### src/rtl/array_seq_ctrl.sv
// array_seq_ctrl: sequences one kernel-load + execute pass of a row x col MAC array.
// Ports: clk, reset (sync, active-high), start, num_act -> inst_w, l0_rd, busy, done.
module array_seq_ctrl #(
    parameter int row   = 8,
    parameter int col   = 8,
    parameter int len_w = 8
) (
    input  logic             clk,
    input  logic             reset,
    input  logic             start,
    input  logic [len_w-1:0] num_act,
    output logic [1:0]       inst_w,
    output logic [row-1:0]   l0_rd,
    output logic             busy,
    output logic             done
);

    localparam int RC_W = $clog2(row + col);
    localparam int CW   = (len_w > RC_W) ? len_w : RC_W;

    localparam logic [CW-1:0] LOAD_LAST  = CW'(col - 1);
    localparam logic [CW-1:0] DRAIN_LAST = CW'(row + col - 2);
    localparam logic [CW-1:0] ONE        = CW'(1);

    typedef enum logic [2:0] {
        IDLE,
        LOAD,
        GAP,
        EXEC,
        DRAIN,
        DONE
    } state_t;

    state_t           state, state_n;
    logic [CW-1:0]    cnt, cnt_n;
    logic [len_w-1:0] act_q, act_n;

    logic [1:0] inst_n;
    logic       base_n;
    logic       busy_n;
    logic       done_n;

    // Counter holds the remaining cycles minus one in the current state;
    // it is reloaded on each transition so long EXEC counts never wrap.
    always_comb begin
        state_n = state;
        cnt_n   = cnt;
        act_n   = act_q;
        unique case (state)
            IDLE: begin
                if (start) begin
                    state_n = LOAD;
                    cnt_n   = LOAD_LAST;
                    act_n   = num_act;
                end
            end
            LOAD: begin
                if (cnt == '0) begin
                    state_n = GAP;
                    cnt_n   = '0;
                end else begin
                    cnt_n = cnt - ONE;
                end
            end
            GAP: begin
                if (act_q == '0) begin
                    state_n = DRAIN;
                    cnt_n   = DRAIN_LAST;
                end else begin
                    state_n = EXEC;
                    cnt_n   = CW'(act_q) - ONE;
                end
            end
            EXEC: begin
                if (cnt == '0) begin
                    state_n = DRAIN;
                    cnt_n   = DRAIN_LAST;
                end else begin
                    cnt_n = cnt - ONE;
                end
            end
            DRAIN: begin
                if (cnt == '0) begin
                    state_n = DONE;
                    cnt_n   = '0;
                end else begin
                    cnt_n = cnt - ONE;
                end
            end
            DONE: begin
                state_n = IDLE;
                cnt_n   = '0;
            end
            default: begin
                state_n = IDLE;
                cnt_n   = '0;
            end
        endcase
    end

    // Outputs are decoded from the next state so the registered values
    // line up with the state they describe.
    always_comb begin
        inst_n = 2'b00;
        base_n = 1'b0;
        busy_n = 1'b1;
        done_n = 1'b0;
        unique case (state_n)
            IDLE:  busy_n = 1'b0;
            LOAD: begin
                inst_n = 2'b01;
                base_n = 1'b1;
            end
            GAP:   inst_n = 2'b00;
            EXEC: begin
                inst_n = 2'b10;
                base_n = 1'b1;
            end
            DRAIN: inst_n = 2'b00;
            DONE:  done_n = 1'b1;
            default: busy_n = 1'b0;
        endcase
    end

    always_ff @(posedge clk) begin
        if (reset) begin
            state  <= IDLE;
            cnt    <= '0;
            act_q  <= '0;
            inst_w <= 2'b00;
            busy   <= 1'b0;
            done   <= 1'b0;
            l0_rd  <= '0;
        end else begin
            state  <= state_n;
            cnt    <= cnt_n;
            act_q  <= act_n;
            inst_w <= inst_n;
            busy   <= busy_n;
            done   <= done_n;
            // Lane r sees the base strobe r cycles late.
            l0_rd[0] <= base_n;
            for (int r = 1; r < row; r++) begin
                l0_rd[r] <= l0_rd[r-1];
            end
        end
    end

endmodule

### config.mk
export PLATFORM = sky130hd
export DESIGN_NAME = array_seq_ctrl
export DESIGN_NICKNAME = d
export VERILOG_FILES = /design/src/rtl/array_seq_ctrl.sv
export SDC_FILE = /design/constraint.sdc
export NUM_CORES = 1
export LEC_CHECK = 0
export CAP_MARGIN = 20
export CORE_MARGIN = 2
export CORE_UTILIZATION = 36
export CTS_BUF_LIST = sky130_fd_sc_hd__clkbuf_8
export DETAILED_ROUTE_END_ITERATION = 7
export HOLD_SLACK_MARGIN = 0.1
export SYNTH_ARGS = -nofsm -noshare
export SYNTH_HDL_FRONTEND = slang
export SYNTH_SLANG_ARGS = --single-unit
### constraint.sdc
create_clock -name clk -period 2.3 [get_ports clk]
set_input_delay 0.345 -clock clk [delete_from_list [all_inputs] [get_ports clk]]
set_output_delay 0.345 -clock clk [all_outputs]
set_load 0.1 [all_outputs]
Word level (Yosys, flattened, before mapping) --
Index checks and enable logic that the tools add are counted.
Storage, ports and cells: output and inout port bits 12, bits of input ports 11, register bits 31, logic and storage cells 41
Cells by class: multiplexer cells 15, reduce and logical (&&, ||, !) cells 7, $add $sub $neg 2, equal/unequal tests 10
Operators with widths (count):
- 2-to-1 mux 8 bit | 4
- case mux 8 bit (4 select lines) | 1
- zero test 8 bit | 2
- subtractor 8 x 1 -> 8 bit, second input constant | 2
- 2-to-1 mux 3 bit | 5
- case mux 3 bit (5 select lines) | 1
- == test 3 x 2 -> 1 bit, second input constant | 4
- == test 3 bit, second input constant | 3
- == test 3 x 1 -> 1 bit, second input constant | 2
- OR reduction 5 bit | 1
- case mux 2 bit (2 select lines) | 1
- OR reduction 2 bit | 2
- zero test 3 bit | 1
- 2-to-1 mux 1 bit | 3
- != test 2 bit, second input constant | 1
- AND reduction 2 bit | 1

Longest topological paths before layout --
depth in word-level cells 6, mapped depth 8

Least setup slack after synthesis --
Ideal clock, no wire load.
path kind reg-to-reg, start point reg act_q[2], end point reg cnt[0], buffers on the path 0, data arrival time 1796 ps, library setup time 116 ps, cell stages (with the launch flop) 6, clock period less this slack 1912 ps, setup slack 388 ps, path through dfxtp_1 > or4_4 > or4b_4 > nand2_2 > o221ai_1 > and3_1
On the way: cells in the longest elaborated chain, start to end 3
RTL lines:
- start, declared | line 36 | logic [len_w-1:0] act_q, act_n;
- start signal, assigned | line 137 | act_q <= act_n;
- zero test 8 bit | line 66 | if (act_q == '0) begin
- 2-to-1 mux 8 bit | line 66
- case mux 8 bit (4 select lines) | line 49 | unique case (state)
- end signal, assigned | line 136 | cnt <= cnt_n;
- end, declared | line 35 | logic [CW-1:0] cnt, cnt_n;
Every way passes these cells. A chain may end at the register's enable or synchronous reset.

Final worst setup path --
start point reg cnt[0], end point reg done
On the way: cells in the longest elaborated chain, start to end 5, elaborated cells between the ends (all ways) 7, those cells by class eq/ne: 1; mux: 5; reduce/logical: 1
RTL lines:
- zero test 8 bit (*) | line 58, 75, 83
- 2-to-1 mux 3 bit, on equally long branches | line 83, 58, 75
- case mux 3 bit (5 select lines) (*) | line 49
- == test 3 bit (*) | line 108 | unique case (state_n)
- 2-to-1 mux 1 bit (*) | line 108
- end signal, assigned | line 140 | done <= done_n;
- end, declared | line 15 | output logic done
Every way passes the cells marked *; elsewhere a longest branch is shown, timed or not.

==> run metrics <==
status=completed; min Tclk post-route=2.05 ns; Placer Congestion=0.822; TritonCTS clock tree=built; Chip Width=68.9 um; Post-DP HPWL=2560 um; most area-hungry cell type in the Yosys netlist=dfxtp_1; Iter 0 DRT Violations=91; dpl ws=0.294 ns; global-route wire length before repair=5930 um; Worst-Skew Late Latency=0.29 ns; Avg Cell Area, Syn=8.33 um^2; largest net degree at the start of global routing=13; Slew Limit Fails=0; top-count cell post-synth=dfxtp_1; P_leak=0.744 nW; core area=4030 um^2; initial antenna violation count=0; top cell type's share of synthesized area=40.9%; Worst Tran Pin Value=0.532 ns; Die Area=4750 um^2; Slew Limit Headroom=64.2%; # H-tree levels=2; Tot GR Track Use=17.0%; grt ovf=0; drt total wl=3510 um; Synth Net Count=197; crit-path max cell delay=0.51 ns; CTS Hold Bufs=0; antenna viol nets, final=0; Synth top cells by count=dfxtp_1, nand2_1, a21oi_1, nor2_1, nor2b_1; vias per inst=5.25; Slowest-stage cell, CP=a211oi_1; DRC viols=0; worst-path maximum fanout=7; Setup crit start kind=flop; vias in the first global route=1265; number of setup violations in the final report=0; Crit path max-delay family=compound AO/OA/AOI/OAI gates; 1st-pass router iterations=4; Vias=1350; Clock Skews=0.00561 ns; Critical Path AT=2.20 ns; main flop type after synthesis=dfxtp_1; CTS root buffer=clkbuf_8; number of diodes=0; fmax=487 MHz; yosys warns=0; die span in y=68.9 um; PD cells=1350 nW/um^2; fillcell total=403; CTS clk-pin slew, worst paths=0.07 ns; top cells by area, synth=dfxtp_1, nand2_1, a21oi_1, nor2b_1, nor2_1; VDD IR max=0.487 mV; num rows=23; Netlist Area Pre-Place=1520 um^2; IO buf count=22; Buf+Inv Stages, Crit Path=1; IO Count=23; Syn-to-layout area delta=23.8%; Worst EP required=2.45 ns; Max Cap Viol=0; Wirelength per Cell=13.7 um; share of cells above drive strength 1=17.4%; RSZ-0062 raised after global routing=false; TNS Setup=0 ns; clock sink count=31; period utilization=89.3%; post-synthesis async set-or-reset flop share=0%; post-CTS sizing=0; Post-CTS Setup Inserts=0; Starting Density=37.6%; Worst Setup Slack, final=0.247 ns; critical path class=flop to flop; library cells used by synthesis=45; sequential area share after synthesis=40.9%; number of synthesized flops with an enable pin=0; final hold vios=0; worst-path cell chain=inv_1, ha_1, nor3b_1, nand3_1, a211oi_1, a211oi_1; final net count=221; critical path capture point type=flop; CP most frequent cell=a211oi_1; Synth Instances=182; Tightest Hold Check Type=flop to flop; #FFs+latches synth=31; Clock Path Buffers=2; TritonCTS buffer count=5
==> report_power, final <==
part	leakage, nW	switching, mW	total, mW	internal (mW)
registers	0.254	0.122	0.770	0.648
logic	0.429	0.754	1.21	0.453
clock network	0.0612	0.210	0.560	0.350
total	0.744	1.08	2.54	1.45
==> layout make-up <==
class	count	area [um^2]	area share [%]
Clock buffer	6	82.6	4.40
Clock inverter	2	35.0	1.87
Inverter	6	22.5	1.20
Multi-Input combinational cell	137	842	44.8
Sequential cell	31	621	33.0
Tap cell	50	62.6	3.33
Timing Repair Buffer	25	213	11.3
==> cells in the final DEF, fill, tap and decap left out, types with 2 or more instances in the layout <==
master           Yosys  routed
dfxtp_1             31      31
ha_1                 4       4
or2_2                3       3
nor4_1               2       2
xnor2_1              5       5
nor3_1               4       4
and3_1               2       2
a31oi_1              5       5
buf_4                0      15
nor3b_1              2       2
a21oi_2              2       2
nor2b_1             10      10
a2bb2oi_1            2       2
a211oi_1             4       4
nand2b_1             2       2
a311oi_1             2       2
inv_1                6       6
or3_2                2       2
and2_1               2       2
o21ai_0              4       4
clkdlybuf4s50_1      0      10
nand3_1              2       2
clkbuf_8             0       6
nor2_1              14      14
nand2_1             27      27
a21oi_1             17      17
==> worst register-to-register path, cell delays in order (launching register included) <==
cell      delay, ns
dfxtp_1        0.33
inv_1          0.11
ha_1           0.22
nor3b_1        0.30
nand3_1        0.30
a211oi_1       0.51
a211oi_1       0.15
==> state kept, by name, summed over array words and instances (netlist names) <==
signal,count
busy,1
cnt,8
act_q,8
inst_w,2
done,1
l0_rd,8
state,3
==> stage by stage <==
step / total power [mW] / hold WS (ns) / utilization (%) / area, um^2 / cells
final: 2.54 / 0.464 / 46.6 / 1880 / 257
after CTS: 2.54 / 0.463 / 46.6 / 1880 / 257
after global routing: 2.72 / 0.471 / 46.6 / 1880 / 257
after detailed placement: 1.97 / 0.456 / 43.7 / 1760 / 249
after floorplan: 1.72 / 0.455 / - / 1520 / 182
after global placement: 1.98 / 0.442 / 43.7 / 1760 / 249
==> final timing paths <==
check / start / endpoint / slack [ns] / cells past startpoint
max: cnt[0] / done / 0.25 / 6
min: l0_rd[3] / l0_rd[4] / 0.46 / 1
max reg2reg: cnt[0] / done / 0.25 / 6
min reg2reg: l0_rd[3] / l0_rd[4] / 0.46 / 1
==> kinds of logic (layout without fill, tap and decap cells) <==
kind of cell	count (synthesis)	in the layout	synth area share (%)
xor+xnor	6	6	3.47
compound gates	45	45	19.6
mux	2	2	1.40
buf+inv	14	39	3.55
fa+ha+maj	4	4	3.30
flops	31	31	40.9
simple gates	80	80	27.7
==> routing by layer <==
| layer | GRT usage, % | vias to the layer above | share of wire [%] | routed length (um) |
|---|---|---|---|---|
| li1 | - | 690 | - | - |
| met1 | 22.9 | 624 | 48 | 1680 |
| met2 | 26.0 | 30 | 46 | 1630 |
| met3 | 4.06 | 6 | 4.3 | 150 |
| met4 | 7.11 | 0 | 1.7 | 58 |
| met5 | 0 | - | 0 | 0 |
No activity file was read; power rests on OpenSTA's default activity.
